$ cat src/rtl/uart_tx_buffer.sv
// Byte FIFO feeding a UART transmitter that has no ready output: each popped
// byte is held on txDataOUT and loaded for one baud period inside a 12-baud slot.
module uart_tx_buffer #(
  parameter int unsigned CLOCK_FREQUENCY = 10_000_000,
  parameter int unsigned BAUD_RATE       = 115200,
  parameter int unsigned FIFO_DEPTH      = 16
) (
  input  logic                          clockIN,
  input  logic                          nResetIN,
  input  logic [7:0]                    dataIN,
  input  logic                          writeIN,
  output logic                          fullOUT,
  output logic                          emptyOUT,
  output logic [$clog2(FIFO_DEPTH):0]   countOUT,
  output logic                          overflowOUT,
  output logic                          busyOUT,
  output logic [7:0]                    txDataOUT,
  output logic                          txLoadOUT
);

  localparam int unsigned AW        = $clog2(FIFO_DEPTH);
  localparam int unsigned CW        = AW + 1;
  localparam int unsigned BAUD_CLKS = 2 * (CLOCK_FREQUENCY / BAUD_RATE / 2);
  localparam int unsigned SLOT_CLKS = 12 * BAUD_CLKS;
  localparam int unsigned SW        = $clog2(SLOT_CLKS);

  localparam logic [SW-1:0] LOAD_LAST = SW'(BAUD_CLKS - 1);
  localparam logic [SW-1:0] SLOT_LAST = SW'(SLOT_CLKS - 1);
  localparam logic [CW-1:0] FULL_CNT  = CW'(FIFO_DEPTH);

  typedef enum logic [1:0] {
    ST_IDLE,
    ST_LOAD,
    ST_HOLD
  } state_t;

  state_t        state_q, state_d;
  logic [AW-1:0] wr_ptr_q, wr_ptr_d;
  logic [AW-1:0] rd_ptr_q, rd_ptr_d;
  logic [CW-1:0] count_q, count_d;
  logic [SW-1:0] slot_q, slot_d;
  logic [7:0]    tx_data_q, tx_data_d;
  logic [7:0]    mem_q [FIFO_DEPTH];

  logic full, empty, push, pop, load;

  always_comb begin
    full  = (count_q == FULL_CNT);
    empty = (count_q == '0);
    // Full check ignores a same-cycle pop, so a write at full is always dropped.
    push  = writeIN && !full;
  end

  always_comb begin
    state_d   = state_q;
    slot_d    = slot_q;
    tx_data_d = tx_data_q;
    pop       = 1'b0;
    load      = 1'b0;
    unique case (state_q)
      ST_IDLE: begin
        if (!empty) begin
          pop       = 1'b1;
          tx_data_d = mem_q[rd_ptr_q];
          slot_d    = '0;
          state_d   = ST_LOAD;
        end
      end
      ST_LOAD: begin
        load   = 1'b1;
        slot_d = slot_q + 1'b1;
        if (slot_q == LOAD_LAST) state_d = ST_HOLD;
      end
      ST_HOLD: begin
        slot_d = slot_q + 1'b1;
        if (slot_q == SLOT_LAST) state_d = ST_IDLE;
      end
      default: state_d = ST_IDLE;
    endcase
  end

  always_comb begin
    wr_ptr_d = push ? wr_ptr_q + 1'b1 : wr_ptr_q;
    rd_ptr_d = pop  ? rd_ptr_q + 1'b1 : rd_ptr_q;
    count_d  = count_q;
    unique case ({push, pop})
      2'b10:   count_d = count_q + 1'b1;
      2'b01:   count_d = count_q - 1'b1;
      default: count_d = count_q;
    endcase
  end

  always_ff @(posedge clockIN or negedge nResetIN) begin
    if (!nResetIN) begin
      state_q   <= ST_IDLE;
      wr_ptr_q  <= '0;
      rd_ptr_q  <= '0;
      count_q   <= '0;
      slot_q    <= '0;
      tx_data_q <= '0;
    end else begin
      state_q   <= state_d;
      wr_ptr_q  <= wr_ptr_d;
      rd_ptr_q  <= rd_ptr_d;
      count_q   <= count_d;
      slot_q    <= slot_d;
      tx_data_q <= tx_data_d;
    end
  end

  // Storage needs no reset: the pointers and count define what is valid.
  always_ff @(posedge clockIN) begin
    if (push) mem_q[wr_ptr_q] <= dataIN;
  end

  always_comb begin
    fullOUT     = full;
    emptyOUT    = empty;
    countOUT    = count_q;
    overflowOUT = writeIN && full;
    busyOUT     = (state_q != ST_IDLE);
    txDataOUT   = tx_data_q;
    txLoadOUT   = load;
  end

endmodule

$ cat config.mk
export PLATFORM = sky130hd
export DESIGN_NAME = uart_tx_buffer
export DESIGN_NICKNAME = d
export VERILOG_FILES = /design/src/rtl/uart_tx_buffer.sv
export SDC_FILE = /design/constraint.sdc
export NUM_CORES = 1
export LEC_CHECK = 0
export ABC_AREA = 1
export CAP_MARGIN = 20
export CORE_MARGIN = 5
export CORE_UTILIZATION = 38
export CTS_CLUSTER_DIAMETER = 150
export DETAILED_ROUTE_END_ITERATION = 8
export GPL_TIMING_DRIVEN = 0
export HOLD_SLACK_MARGIN = 0.1
export PLACE_DENSITY = 0.58
export SLEW_MARGIN = 20
export SYNTH_ARGS = -nofsm -noshare
export SYNTH_HDL_FRONTEND = slang
export SYNTH_SLANG_ARGS = --single-unit
export TNS_END_PERCENT = 1
$ cat constraint.sdc
create_clock -name clockIN -period 2.1 [get_ports clockIN]
set_input_delay 0.42 -clock clockIN [delete_from_list [all_inputs] [get_ports clockIN]]
set_output_delay 0.42 -clock clockIN [all_outputs]
set_load 0.01 [all_outputs]
; ---- After elaboration in Yosys (flattened, before gate mapping)
; Memories as Yosys holds them, arrays and structs flattened. A register that Yosys moved wholly into a read port is not among the register bits.
; Index checks and enable logic that the tools add are counted.
[word_totals]
mem_count = 1
output_inout_bits = 18
reg_bits = 26
in_bits = 11
mem_bits_rw = 128
word_cells = 47
[mem_list]
columns = name, depth, width, read_ports, rd_ports_with_merged_regs, wr, line
row1 = mem_q, 16, 8, 1, 1, 1, 43  ; logic [7:0] mem_q [FIFO_DEPTH];
[classes]
bitwise_logic = 1
addsub = 5
reduce_logical = 13
muxes = 12
n_eq_ne = 10
[ops]
columns = operator, count
row1 = $pmux W11 S2, 1
row2 = $add A11 B1 Y11 const B, 1
row3 = $eq A11 B11 Y1 const B, 1
row4 = $eq A11 B7 Y1 const B, 1
row5 = $mux W11, 1
row6 = $pmux W5 S2, 1
row7 = $add A4 B1 Y4 const B, 2
row8 = $mux W2, 3
row9 = $ne A2 B2 Y1 const B, 3
row10 = $pmux W2 S3, 1
row11 = $reduce_bool A2 Y1, 3
row12 = $add A5 B1 Y5 const B, 1
row13 = $eq A5 B5 Y1 const B, 1
row14 = $logic_not A5 Y1, 1
row15 = $mux W1, 5
row16 = $sub A5 B1 Y5 const B, 1
row17 = $eq A2 B1 Y1 const B, 2
row18 = $eq A2 B2 Y1 const B, 2
row19 = $reduce_and A2 Y1, 2
row20 = $reduce_and A3 Y1, 1
row21 = $logic_and A1 B1 Y1, 2
row22 = $logic_not A1 Y1, 2
row23 = $logic_not A2 Y1, 1
row24 = $reduce_or A2 Y1, 1
row25 = $not A1 Y1, 1

; ---- Depth between registers and ports, before layout
; Gate-level depths: netlist (run 1).
[logic_depth]
ltp_word = 5
depth_mapped = 18
depth_no_buf = 16

; ---- Least setup slack after synthesis (run 1)
; Ideal clock, no wire load.
[synth_path]
path_type = reg2reg
from = reg count_q[3] (netlist: countOUT[3])
to = reg count_q[4] (netlist: countOUT[4])
path_buffers = 3
path_stages_with_launch = 19
arrival_ns = 2.216
slack_ns = -0.232
t_required_ns = 1.983
synth_period_minus_slack_ns = 2.332
setup_ns = 0.117
cell_sequence = dfrtp_1 -> nor2_1 -> nand3_2 -> nand2_2 -> buf_6 -> inv_2 -> buf_6 -> ha_1 -> clkbuf_2 -> xor2_1 -> ha_1 -> a21oi_1 -> nor2_1 -> nand2_1 -> nand2_1 -> nand2_1 -> nand2_1 -> nand2_1 -> nand2_1
[synth_between]
elab_chain_cells = 5
word_cells_on_any_way = 12
classes_between = 2 x add/sub / 3 x eq/ne / 3 x mux / 4 x reduce/logical
[synth_lines]
columns = item, line
row1 = from (decl), 40  ; logic [CW-1:0] count_q, count_d;
row2 = from (signal assigned), 105  ; count_q <= count_d;
row3 = $logic_not A5 Y1 (*), 49  ; empty = (count_q == '0);
row4 = $mux W1 (*), 62  ; if (!empty) begin
row5 = $mux W1 (*), 60  ; unique case (state_q)
row6 = net pop, 45  ; logic full, empty, push, pop, load;
row7 = $eq A2 B1 Y1 / $eq A2 B2 Y1 (equally long branches), 86  ; unique case ({push, pop})
row8 = $pmux W5 S2 / $reduce_bool A2 Y1 (equally long branches), n/a
; The timed path passes the listed nets; every way through them passes the cells marked *.
; A chain may end at the register's enable or synchronous reset.

; ---- Worst setup path in the final report (run 1)
[layout_path]
from = reg count_q[1] (netlist: countOUT[1])
to = reg count_q[4] (netlist: countOUT[4])
[layout_between]
elab_chain_cells = 5
word_cells_on_any_way = 12
classes_between = 2 x add/sub / 3 x eq/ne / 3 x mux / 4 x reduce/logical
[layout_lines]
columns = item, line
row1 = $logic_not A5 Y1 / $eq A5 B5 Y1 (equally long branches), "49, 48"
row2 = $mux W1 / $logic_not A1 Y1 (equally long branches), "62, 51"
row3 = $mux W1 / $logic_and A1 B1 Y1 (equally long branches), "60, 51"
row4 = $eq A2 B1 Y1 / $eq A2 B2 Y1 (equally long branches), 86
row5 = $pmux W5 S2 / $reduce_bool A2 Y1 (equally long branches), n/a
; Parallel ways exist; a longest one is shown, timed or not.

==> impl_metrics.toml, run 1 <==
[layout]
ff_latch_area_mm2 = 0.00470
multi_input_area_mm2 = 0.00233
nNetsFinal = 877
n_antenna_cell = 0
fillers = 1899
final_area_mm2 = 0.00911
drive_gt1_frac = 0.134
fin_util = 0.465
area_growth_pct = 20.0

[min_path]
holdCritPathClass = "input port to async pin"

[grt]
globalRouteOverflowTotal = 0
antenna_found_initial = 0
grt_pass1_wl_um = 28700
grt_use_total = 0.169
grt_max_degree = 27
grt_pass1_vias = 5062

[critical_path]
cp_max_fo = 6
endpoint_kind = "register"
crit_top_cell = "nand2_1"
critPathLaunchType = "register"
critPathSlowestCell = "dfrtp_2"
criticalPathCategory = "register to register"
crit_buf_inv = 1
path_cells = "nor2_4, nand3_2, nand2_4, clkinv_8, ha_4, xor2_2, ha_2, a21oi_2, nor2_2, nand2_1, nand2_1, nand2_1, nand2_1, nand2_1, nand2_1"
worstPathArrival_ps = 2380
path_delay_family = "simple AND/OR/NAND/NOR gates"
crit_path_max_incr_delay_ps = 420
cp_data_required_time_ps = 2420

[timing]
tightest_slew_ps = 816
timing.fmax_ghz = 0.485
maxSlewHeadroom = 0.453
slew_violations = 0
clock_skew_ps = 6.18
hold_viol_final = 0
fin_crit_ps = 2060
timing.setup.tns_ps = 0
setup_viol = 0
min_period_over_period = 0.981
grt_setup_unrepaired = "yes"

[pwr]
pwr_density_cell_mw_per_mm2 = 923
p_seq_frac = 0.466
sw_frac_of_total = 0.264
total_power_mw = 8.41
comb_power_share = 0.152
ir_drop_uv = 587
p_clk_frac = 0.381
power_switching_mw = 2.22
p_int_mw = 6.18
p_leak_nw = 3.99

[yosys]
yosys-top-cells-area = "edfxtp_1, nand2_1, dfrtp_1, nand3_1, inv_1"
yosys_warnings = 0
ys_top_cells_by_count = "nand2_1, inv_1, edfxtp_1, nand3_1, dfrtp_1"
synth_ff_type = "edfxtp_1"
synthMuxAreaShare = 0
synth_compound_area_frac = 0.0180
synth_nets = 817
synth_area_leader_cell = "edfxtp_1"
avgSynthCellArea_um2 = 9.58
synth_top_family_by_area = "simple AND/OR/NAND/NOR gates"
synth_xor_area_frac = 0.0125
ys_seq_area_frac = 0.619
synth_top_cell_area_share = 0.506
syn_inst = 792
synth.most_common_cell = "nand2_1"
yosysUniqueCellTypes = 29
synthSimpleGateAreaFrac = 0.232
synth-async-reset-ratio = 0.210
synth_fa_ha_area_frac = 0.0231
synth_edf_count = 128
synth-seq-cells = 162
syn-cell-area_mm2 = 0.00759

[clocking]
cts.sinks = 162
cts.htree.levels = 4
cts_tree = "done"
cts_buffer_depth = 2
clock_latency_ps = 420
path_clk_slew_ps = 60
cts_root_buf = "clkbuf_16"
cts_buffers = 17

[placed_design]
gp_congestion = 0.834
dp_hpwl_um = 12600
portBuffers = 28
dpl_cell_area_mm2 = 0.00832

[routing]
vias_per_cell = 4.77
dr.pass1.iters = 5
vias = 5385
route.detailed.drc = 0
drt-initial-drc-count = 461
highest_layer = "met4"
drt-total-wl_um = 18400
wl_met2_um = 8900
drt-met1-wl_um = 8580
met3_wirelength_um = 637
wl_per_cell_um = 16.3
drtAntennaViolNets = 0

[outcome]
status = "complete, no violations"

[floorplanning]
start_util = 0.387
dieArea_mm2 = 0.0229
core_area_mm2 = 0.0196
die_y_um = 151
die_w_um = 151
num_io_pins = 29
row_count = 51

[flow_run]
maxCapViolations = 0
## cell usage in the layout (no fill, tap or decap), types with 3 or more instances in the layout
cell type / synthesis / routed
nand3_1: 108 / 108
edfxtp_1: 128 / 128
clkinv_4: 0 / 4
clkdlybuf4s50_1: 0 / 22
dfrtp_2: 0 / 3
buf_4: 9 / 21
dfrtp_1: 34 / 31
clkinvlp_4: 0 / 3
inv_2: 4 / 6
buf_2: 14 / 15
nor3_2: 0 / 9
o21ai_0: 19 / 19
nor3_4: 0 / 3
inv_1: 135 / 132
nor2_2: 2 / 6
nor2_1: 17 / 11
xor2_1: 7 / 6
clkbuf_16: 0 / 17
nand4_1: 15 / 15
clkbuf_1: 3 / 4
dlygate4sd2_1: 0 / 3
nand2_1: 248 / 247
bufinv_16: 0 / 3
ha_1: 14 / 10
## worst paths after layout
| kind | startpoint | to | slack, ps | cells past startpoint |
|---|---|---|---|---|
| max reg2reg | countOUT[1] | countOUT[4] | 40 | 15 |
| min in group clockIN | txDataOUT[2] | txDataOUT[2] | 480 | 2 |
| min reg2reg | txDataOUT[2] | txDataOUT[2] | 480 | 2 |
| max in group asynchronous | nResetIN | countOUT[1] | 1280 | 3 |
| min | nResetIN | slot_q[9] | 380 | 2 |
| max | countOUT[1] | countOUT[4] | 40 | 15 |
## sequential cells by signal (all words and copies together) (netlist names)
name,flops
mem_q,128
slot_q,11
txDataOUT,8
countOUT,5
rd_ptr_q,4
wr_ptr_q,4
state_q,2
## power by group through the flow
stage                     clock network (mW)  registers [mW]  logic, mW
after global placement                     0            4.03       1.06
final                                   3.20            3.92       1.28
after global routing                    3.38            3.95       1.43
after detailed placement                   0            4.03       1.10
after CTS                               3.24            3.92       1.23
after floorplan                            0            4.01      0.639
## kinds of logic (layout without fill, tap and decap cells)
| kind of cell | Yosys count | in the layout |
|---|---|---|
| flops | 162 | 162 |
| fa+ha+maj | 14 | 14 |
| xor+xnor | 10 | 10 |
| buf+inv | 172 | 245 |
| compound gates | 25 | 25 |
| simple gates | 409 | 409 |
## worst reg2reg max path, stage by stage, from the launching register on
cell and delay, ps:
dfrtp_2 420, nor2_4 140, nand3_2 120, nand2_4 140, clkinv_8 80, ha_4 190
xor2_2 180, ha_2 170, a21oi_2 130, nor2_2 50, nand2_1 80, nand2_1 60
nand2_1 70, nand2_1 40, nand2_1 50, nand2_1 40
## through the flow
step                hold WS (ps)  worst slack [ps]  cells
floorplan                    124              -127    792
global placement             467              -556   1085
detailed placement           295              -455   1086
CTS                          381              -191   1124
global route                 398              -128   1130
finish                       382              39.9   1130
## metal layers
layer	track usage	up-vias
met5	0	-
met2	0.271	92
met3	0.0323	19
met1	0.236	2606
met4	0.0462	0
li1	-	2668
## final cells by class
class                      instances  area share
buffer                            28      0.0202
clock buffer                      20      0.0501
clock inverter                    12      0.0173
inverter                         141      0.0595
multi-input combinational        458       0.256
sequential                       162       0.516
tap                              265      0.0364
timing repair buffer              44      0.0449
## repair_timing
| item | 4_1_cts | 5_1_grt |
|---|---|---|
| pin swaps | 1 | 7 |
| gates resized for setup | 14 | 17 |
| setup buffers | 5 | 9 |
| endpoints found under the setup margin | 32 | 22 |
| hold buffers | 1 | 0 |
| endpoints found under the hold margin | 8 | 0 |
Note: power is estimated with default switching activity, not from simulation.
==> run 2, diff against run 1 <==
Settings changed: GPL_TIMING_DRIVEN 0 to not set.
Clock period 2.1 ns to 1.8 ns, I/O delays scaled along.
==> run 2 against run 1 <==
Net effect: the flow now finishes with violations (setup timing); highest routed layer unchanged; count of clock-buffer cells in the layout down 1; sequential cell count unchanged; critical path type unchanged; wire length down 6.0%; critical path depth unchanged; first-iteration DRC count down 21%; utilization down 0.12 points; global-route usage down 0.74 points; cell count up 1.4%; worst hold slack better by 99 ps; combinational power up 17%; non-clock buffer count up 17; fmax up 9.2%.
==> impl_metrics.toml, run 2 (synthesized netlist as in run 1, its figures left out) <==
[outcome]
status = "finished with violations"
violations = "setup timing"

[timing]
clock_skew_ps = 9.99
hold_viol_final = 0
timing.fmax_ghz = 0.530
maxSlewHeadroom = 0.691
fin_crit_ps = 1890
timing.final.ws_setup_ps = -86.1
min_period_over_period = 1.05
tightest_slew_ps = 463
setup_viol = 3
grt_setup_unrepaired = "yes"
slew_violations = 0

[layout]
layout_commonest_cell = "nand2_1"
layout.cells.non_filler = 1146
largest_reg_flops = 128
nNetsFinal = 894
fin_util = 0.464
final_area_mm2 = 0.00908
n_antenna_cell = 0
area_growth_pct = 19.7
layout_common_cells = "nand2_1, inv_1, edfxtp_1"
largest-register = "mem_q"
drive_gt1_frac = 0.138

[critical_path]
cp_max_fo = 2
crit_path_max_incr_delay_ps = 420
critPathSlowestCell = "dfrtp_2"
endpoint_kind = "register"
criticalPathCategory = "register to register"
critPathLaunchType = "register"
cp_data_required_time_ps = 2110
worstPathArrival_ps = 2200
crit_top_cell = "nand2_1"
path_cells = "nor2_4, nand3_2, nand2_2, inv_4, ha_4, xor2_2, ha_2, a21oi_2, nor2_1, nand2_1, nand2_1, nand2_1, nand2_1, nand2_1, nand2_1"

[routing]
drt-initial-drc-count = 362
route.detailed.drc = 0
vias = 5384
wl_per_cell_um = 15.1
drt-total-wl_um = 17300
dr.pass1.iters = 5
vias_per_cell = 4.70
drtAntennaViolNets = 0

[floorplanning]
row_count = 51
dieArea_mm2 = 0.0229
num_io_pins = 29
core_area_mm2 = 0.0196
die_y_um = 151
start_util = 0.387
die_w_um = 151

[placed_design]
portBuffers = 28
dp.cells = 1109
dp_hpwl_um = 11000
gp_congestion = 0.781
dpl_cell_area_mm2 = 0.00850

[pwr]
total_power_mw = 9.44
ir_drop_uv = 687
pwr_density_cell_mw_per_mm2 = 1040
p_leak_nw = 4.05

[clocking]
cts_tree = "done"
cts_buffers = 17
cts.htree.levels = 4
path_clk_slew_ps = 60
cts_buffer_depth = 2
cts.sinks = 162
cts_root_buf = "clkbuf_16"
clock_latency_ps = 430

[grt]
antenna_found_initial = 0
grt_max_degree = 67
grt_pass1_vias = 5224
grt_pass1_wl_um = 27800
grt_use_total = 0.162
globalRouteOverflowTotal = 0

[flow_run]
maxCapViolations = 0

[min_path]
holdCritPathClass = "register to register"
[run 2: routing by layer]
metal / vias up / routed length, um / global-route usage
met5: - / 0 / 0
met1: 2545 / 7790 / 0.211
met3: 24 / 657 / 0.0305
li1: 2706 / - / -
met4: 0 / 319 / 0.0558
met2: 109 / 8500 / 0.271
[run 2: worst paths after layout]
kind                           endpoint  slack (ps)         start  cells past startpoint
hold reg to reg            txDataOUT[4]         480  txDataOUT[4]                      2
setup / recovery            countOUT[4]         -90   countOUT[3]                     15
max in group asynchronous   countOUT[0]         930      nResetIN                      3
min in group asynchronous     slot_q[6]         500      nResetIN                      3
setup reg to reg            countOUT[4]         -90   countOUT[3]                     15
hold / removal             txDataOUT[4]         480  txDataOUT[4]                      2
[run 2: layout make-up]
type | instances | area (um^2)
fill | 1870 | 10500
sequential | 162 | 4700
multi-input combinational | 458 | 2230
timing repair buffer | 89 | 744
inverter | 141 | 532
clock buffer | 19 | 433
tap | 265 | 332
clock inverter | 12 | 110
[run 2: power by group]
group          internal [mW]  leakage, nW  switching [mW]  total (mW)
sequential              4.43         1.57           0.142        4.57
clock                   1.90        0.267            1.47        3.37
combinational          0.604         2.21           0.901        1.50
total                   6.93         4.05            2.51        9.44
[run 2: timing repair]
item	4_1_cts	5_1_grt
pin swaps	11	1
hold buffers	1	0
endpoints found under the setup margin	13	11
setup buffers	5	0
cloned	0	0
resized for setup	26	5
endpoints found under the hold margin	34	0
[run 2: worst max-delay path: cells and delay by family (launching register included)]
| kind | cells | cell delay (ps) |
|---|---|---|
| simple gates | 10 | 690 |
| xor+xnor | 1 | 170 |
| compound gates | 1 | 120 |
| fa+ha+maj | 2 | 340 |
| buf+inv | 1 | 40 |
| flops | 1 | 420 |
[run 2: stage by stage]
stage	worst slack, ps	hold WS (ps)	TNS (ps)
floorplan	-427	64.4	-9190
global route	-267	521	-679
CTS	-104	489	-210
detailed placement	-293	436	-9240
finish	-86.1	481	-198
global placement	-280	438	-9050
